<file path="src/rtl/dsp_accum.sv">
// dsp_accum: accumulate stage behind the dsp multiplier.
// Extends each 48-bit product by command signedness, sums beats under the
// per-beat opcode and hands the total out over a valid/ready handshake.
module dsp_accum #(
   parameter int ACC_W   = 56,
   parameter int COUNT_W = 16,
   parameter bit SAT     = 1'b1
) (
   input  logic               clk,
   input  logic               reset,
   input  logic               in_valid,
   output logic               in_ready,
   input  logic [31:0]        in_command,
   input  logic [63:0]        in_product,
   input  logic [1:0]         in_op,
   output logic               out_valid,
   input  logic               out_ready,
   output logic [63:0]        out_result,
   output logic [COUNT_W-1:0] out_count,
   output logic               out_ovf
);

   typedef enum logic [1:0] {S_IDLE, S_RUN, S_HOLD} state_t;

   localparam logic [1:0] OP_LOAD  = 2'b00;
   localparam logic [1:0] OP_ACC   = 2'b01;
   localparam logic [1:0] OP_LAST  = 2'b10;
   localparam logic [1:0] OP_CLEAR = 2'b11;

   localparam logic signed [ACC_W-1:0] ACC_MAX = {1'b0, {(ACC_W-1){1'b1}}};
   localparam logic signed [ACC_W-1:0] ACC_MIN = {1'b1, {(ACC_W-1){1'b0}}};

   state_t                    state_q, state_d;
   logic signed [ACC_W-1:0]   acc_q, acc_d;
   logic [COUNT_W-1:0]        cnt_q, cnt_d;
   logic                      ovf_q, ovf_d;
   logic [63:0]               res_q, res_d;
   logic [COUNT_W-1:0]        ocnt_q, ocnt_d;
   logic                      oovf_q, oovf_d;

   logic                      accept, drain;
   logic signed [ACC_W-1:0]   ext, sum, acc_nx;
   logic                      sum_ovf;
   logic [COUNT_W-1:0]        cnt_inc;
   logic                      unused_hi;

   // Only the low 48 product bits carry the multiplier result.
   assign unused_hi = ^in_product[63:48];

   assign out_valid  = (state_q == S_HOLD);
   assign in_ready   = !out_valid || out_ready;
   assign accept     = in_valid && in_ready;
   assign drain      = out_valid && out_ready;
   assign out_result = res_q;
   assign out_count  = ocnt_q;
   assign out_ovf    = oovf_q;

   // Extend the product to accumulator width; unknown commands add nothing.
   always_comb begin
      ext = '0;
      case (in_command)
         32'd3, 32'd4, 32'd7: ext = {{(ACC_W-48){in_product[47]}}, in_product[47:0]};
         32'd0, 32'd2, 32'd6: ext = {{(ACC_W-48){1'b0}}, in_product[47:0]};
         default:             ext = '0;
      endcase
   end

   // Signed add with overflow detect, then clamp or wrap; count saturates.
   always_comb begin
      sum     = acc_q + ext;
      sum_ovf = (acc_q[ACC_W-1] == ext[ACC_W-1]) && (sum[ACC_W-1] != acc_q[ACC_W-1]);
      acc_nx  = sum;
      if (SAT && sum_ovf)
         acc_nx = acc_q[ACC_W-1] ? ACC_MIN : ACC_MAX;
      cnt_inc = (&cnt_q) ? cnt_q : cnt_q + COUNT_W'(1);
   end

   // Next-state and datapath. The running accumulator is zeroed when a
   // result is captured, so a beat accepted during drain starts fresh.
   always_comb begin
      state_d = state_q;
      acc_d   = acc_q;
      cnt_d   = cnt_q;
      ovf_d   = ovf_q;
      res_d   = res_q;
      ocnt_d  = ocnt_q;
      oovf_d  = oovf_q;
      if (drain) begin
         state_d = S_IDLE;
         res_d   = '0;
         ocnt_d  = '0;
         oovf_d  = 1'b0;
      end
      if (accept) begin
         case (in_op)
            OP_LOAD: begin
               acc_d   = ext;
               cnt_d   = COUNT_W'(1);
               ovf_d   = 1'b0;
               state_d = S_RUN;
            end
            OP_ACC: begin
               acc_d   = acc_nx;
               cnt_d   = cnt_inc;
               ovf_d   = ovf_q | sum_ovf;
               state_d = S_RUN;
            end
            OP_LAST: begin
               res_d   = 64'(acc_nx);
               ocnt_d  = cnt_inc;
               oovf_d  = ovf_q | sum_ovf;
               acc_d   = '0;
               cnt_d   = '0;
               ovf_d   = 1'b0;
               state_d = S_HOLD;
            end
            default: begin
               acc_d   = '0;
               cnt_d   = '0;
               ovf_d   = 1'b0;
               state_d = S_IDLE;
            end
         endcase
      end
   end

   // State and result registers.
   always_ff @(posedge clk or posedge reset) begin
      if (reset) begin
         state_q <= S_IDLE;
         acc_q   <= '0;
         cnt_q   <= '0;
         ovf_q   <= 1'b0;
         res_q   <= '0;
         ocnt_q  <= '0;
         oovf_q  <= 1'b0;
      end else begin
         state_q <= state_d;
         acc_q   <= acc_d;
         cnt_q   <= cnt_d;
         ovf_q   <= ovf_d;
         res_q   <= res_d;
         ocnt_q  <= ocnt_d;
         oovf_q  <= oovf_d;
      end
   end

endmodule
</file>
<file path="config.mk">
export PLATFORM = sky130hd
export DESIGN_NAME = dsp_accum
export DESIGN_NICKNAME = d
export VERILOG_FILES = /design/src/rtl/dsp_accum.sv
export SDC_FILE = /design/constraint.sdc
export NUM_CORES = 1
export LEC_CHECK = 0
export CELL_PAD_IN_SITES_DETAIL_PLACEMENT = 1
export CELL_PAD_IN_SITES_GLOBAL_PLACEMENT = 2
export CORE_ASPECT_RATIO = 1.5
export CORE_UTILIZATION = 32
export DETAILED_ROUTE_END_ITERATION = 7
export PLACE_DENSITY_LB_ADDON = 0.05
export RECOVER_POWER = 25
export SLEW_MARGIN = 5
export SYNTH_ARGS = -nofsm -noshare
export SYNTH_HDL_FRONTEND = slang
export SYNTH_SLANG_ARGS = --single-unit
</file>
<file path="constraint.sdc">
create_clock -name clk -period 7.07 [get_ports clk]
set_clock_uncertainty 0.1 [all_clocks]
set_input_delay 1.0605 -clock clk [delete_from_list [all_inputs] [get_ports clk]]
set_output_delay 1.0605 -clock clk [all_outputs]
set_load 0.05 [all_outputs]
</file>
==> metrics.txt <==
status=finished with violations; failing checks=capacitance limit, slew limit; largest net degree at the start of global routing=70; area share of xor/xnor cells in the synthesized design=0.0488; WL final=42000 um; PD cells=165 nW/um^2; Die Width=152 um; Synth Cell Area=10800 um^2; DRT antenna net count=0; first-pass GRT wire length=64700 um; die footprint=34400 um^2; final setup fails=0; Mapped Avg Cell Area=8.03 um^2; FILL cells=3932; CP startpoint=in_command[4]; First-pass DRT Iterations=5; post-synthesis mux area share=0.00384; Clk Latency, worst-skew pair=0.46 ns; Clk pin slew, worst setup/hold paths=0.07 ns; Synth async-reset ratio=1.00; fmax=173 MHz; CTS root buffer=clkbuf_16; Synth Flop Type=dfrtp_1; area delta synth->final=25.1%; non-filler cells, final=1902; main combinational cell family by area after synthesis=compound AO/OA/AOI/OAI gates; worst endpoint required time=7.28 ns; RSZ-0062 raised after global routing=no; slew at the pin closest to its max-slew limit=2.89 ns; Routed WL per cell=22.1 um; Startpoint Class=input pin; Initial Util=0.328; Synth Register Bits=156; GRT Total Usage=0.253; H-tree depth=4; hold crit path type=register to register; # DRC=0; Resized Gates After CTS=0; Crit. End Element=register; Slew headroom=-0.940; CTS Buffer Depth=2; Ports=185; placed cells=1869; layout cells sized above 1=0.0552; Vias/cell=5.53; Post-Syn Nets=1499; Mapped Cells=1340; Die Y=227 um; initial drt markers=344; CP max FO=51; TritonCTS clock tree=done; post-synthesis adder-cell area fraction=0.0679; final net count=1632; initial antenna violation count=1; via count=10500; final hold violation count=0; hold wc startpoint=out_result[54]; core area=32800 um^2; Inserted Clock Buffers=17; vias in the first global route=11000; Clock Sinks=156; CP arrival=6.00 ns; final worst path period share=0.818; crit path time final=5.78 ns; grt ovf=0; Critical R2R Launch=acc_q[20]; Cell Rows=81; Hold-fix buffers, CTS=0; post-synthesis cell type count=67; synth warn=0; peak supply drop=0.000160 V; crit path kind=input pin to register; Setup TNS=0 ns; max-cap viol count=3; Post-synth EDFFs=0; P_leak=0.00590 uW; Setup Buffers After CTS=0; Simple-Gate Fraction of Synth Area=0.218; Synth Area in Compound Gates=0.257; HPWL Detailed=31000 um; fin. max-slew vios=137; Buffers on Ports=168; sequential fraction of the synthesis area=0.363; routability cong.=0.846
## cell usage in the layout, fill, tap and decap left out, drive strengths merged, types with 22 or more instances in the layout
cell type / count
xnor2: 38
xor2: 22
nand3: 65
a21o: 44
nand4: 23
inv: 31
o21ai: 180
clkdlybuf4s50: 167
ha: 56
nor2: 104
dfrtp: 156
and2: 53
nand2: 171
a21oi: 128
buf: 27
nor3: 23
## logic make-up after synthesis
group / Yosys count
multiplexers: 4
AO/OA/AOI/OAI: 463
XOR/XNOR: 60
flip-flops: 156
AND/OR/NAND/NOR: 490
buffers and inverters: 109
adder cells (fa/ha/maj): 58
## path summary, 6_finish.rpt
kind | end | slack (ns) | cells after the start
worst min-delay path | out_result[54] | 0.37 | 2
worst max-delay path | acc_q[54] | 1.29 | 21
min in group asynchronous | out_result[62] | 1.78 | 2
worst min register to register | out_result[54] | 0.37 | 2
max in group asynchronous | acc_q[21] | 1.75 | 3
worst max register to register | acc_q[24] | 3.26 | 13
## area by class of cell
| type | count | area, um^2 | area share |
|---|---|---|---|
| Timing Repair Buffer | 197 | 1920 | 0.142 |
| Sequential cell | 156 | 3900 | 0.290 |
| Clock buffer | 19 | 433 | 0.0322 |
| Antenna cell | 1 | 2.50 | 0.000186 |
| Clock inverter | 13 | 156 | 0.0116 |
| Multi-Input combinational cell | 1075 | 6430 | 0.478 |
| Tap cell | 415 | 519 | 0.0386 |
| Inverter | 26 | 98.8 | 0.00734 |
## registers in the layout, summed over array words and instances, names as in the netlist
register and count:
acc_q 56, ovf_q 1, state_q 2, out_count 16, out_result 64, cnt_q 16
out_ovf 1
## synth_stat cells, drive strengths merged, types with 26 or more instances
master	n	area (um^2)
a21o	44	330
a21oi	128	644
and2	53	332
clkbuf	64	243
dfrtp	156	3900
ha	56	701
inv	26	97.6
nand2	171	649
nand3	65	325
nor2	104	393
o21ai	180	901
xnor2	38	333
## report_power, final
group | internal [uW] | total [uW] | switching (uW)
clock | 530 | 976 | 446
combinational | 108 | 303 | 195
sequential | 918 | 936 | 18.1
## critical path, cell delays in order
cell and delay (ns):
clkdlybuf4s50_1 0.42, nor4_1 0.26, and4_1 0.23, o2111ai_1 0.18, nor4_4 0.23, buf_12 0.27
and2_1 0.19, ha_1 0.25, inv_1 0.08, fa_1 0.39, nor2b_1 0.18, o21a_1 0.16
a31o_2 0.23, a21o_1 0.18, a31oi_1 0.19, o21a_1 0.34, o31a_1 0.41, o31a_1 0.28
xnor2_1 0.15, o21ai_0 0.18, a21oi_1 0.09
## layer usage
metal / part of all wire / GRT usage
met1: 0.40 / 0.286
met2: 0.53 / 0.466
met5: 0 / 0
met4: 0.037 / 0.108
met3: 0.027 / 0.0338
## per-stage QoR
stage / hold slack, ns / utilization / worst slack, ns / power, uW / cell area (um^2)
2_1_floorplan: 0.338 / - / 1.70 / 1110 / 10800
6_report: 0.370 / 0.410 / 1.29 / 2210 / 13500
4_1_cts: 0.377 / 0.410 / 1.28 / 2240 / 13500
3_5_place_dp: 0.361 / 0.392 / 0.819 / 1260 / 12900
5_1_grt: 0.404 / 0.410 / 0.862 / 2290 / 13500
3_3_place_gp: 0.352 / 0.392 / 0.814 / 1260 / 12900
No activity file was read; power rests on OpenSTA's default activity.
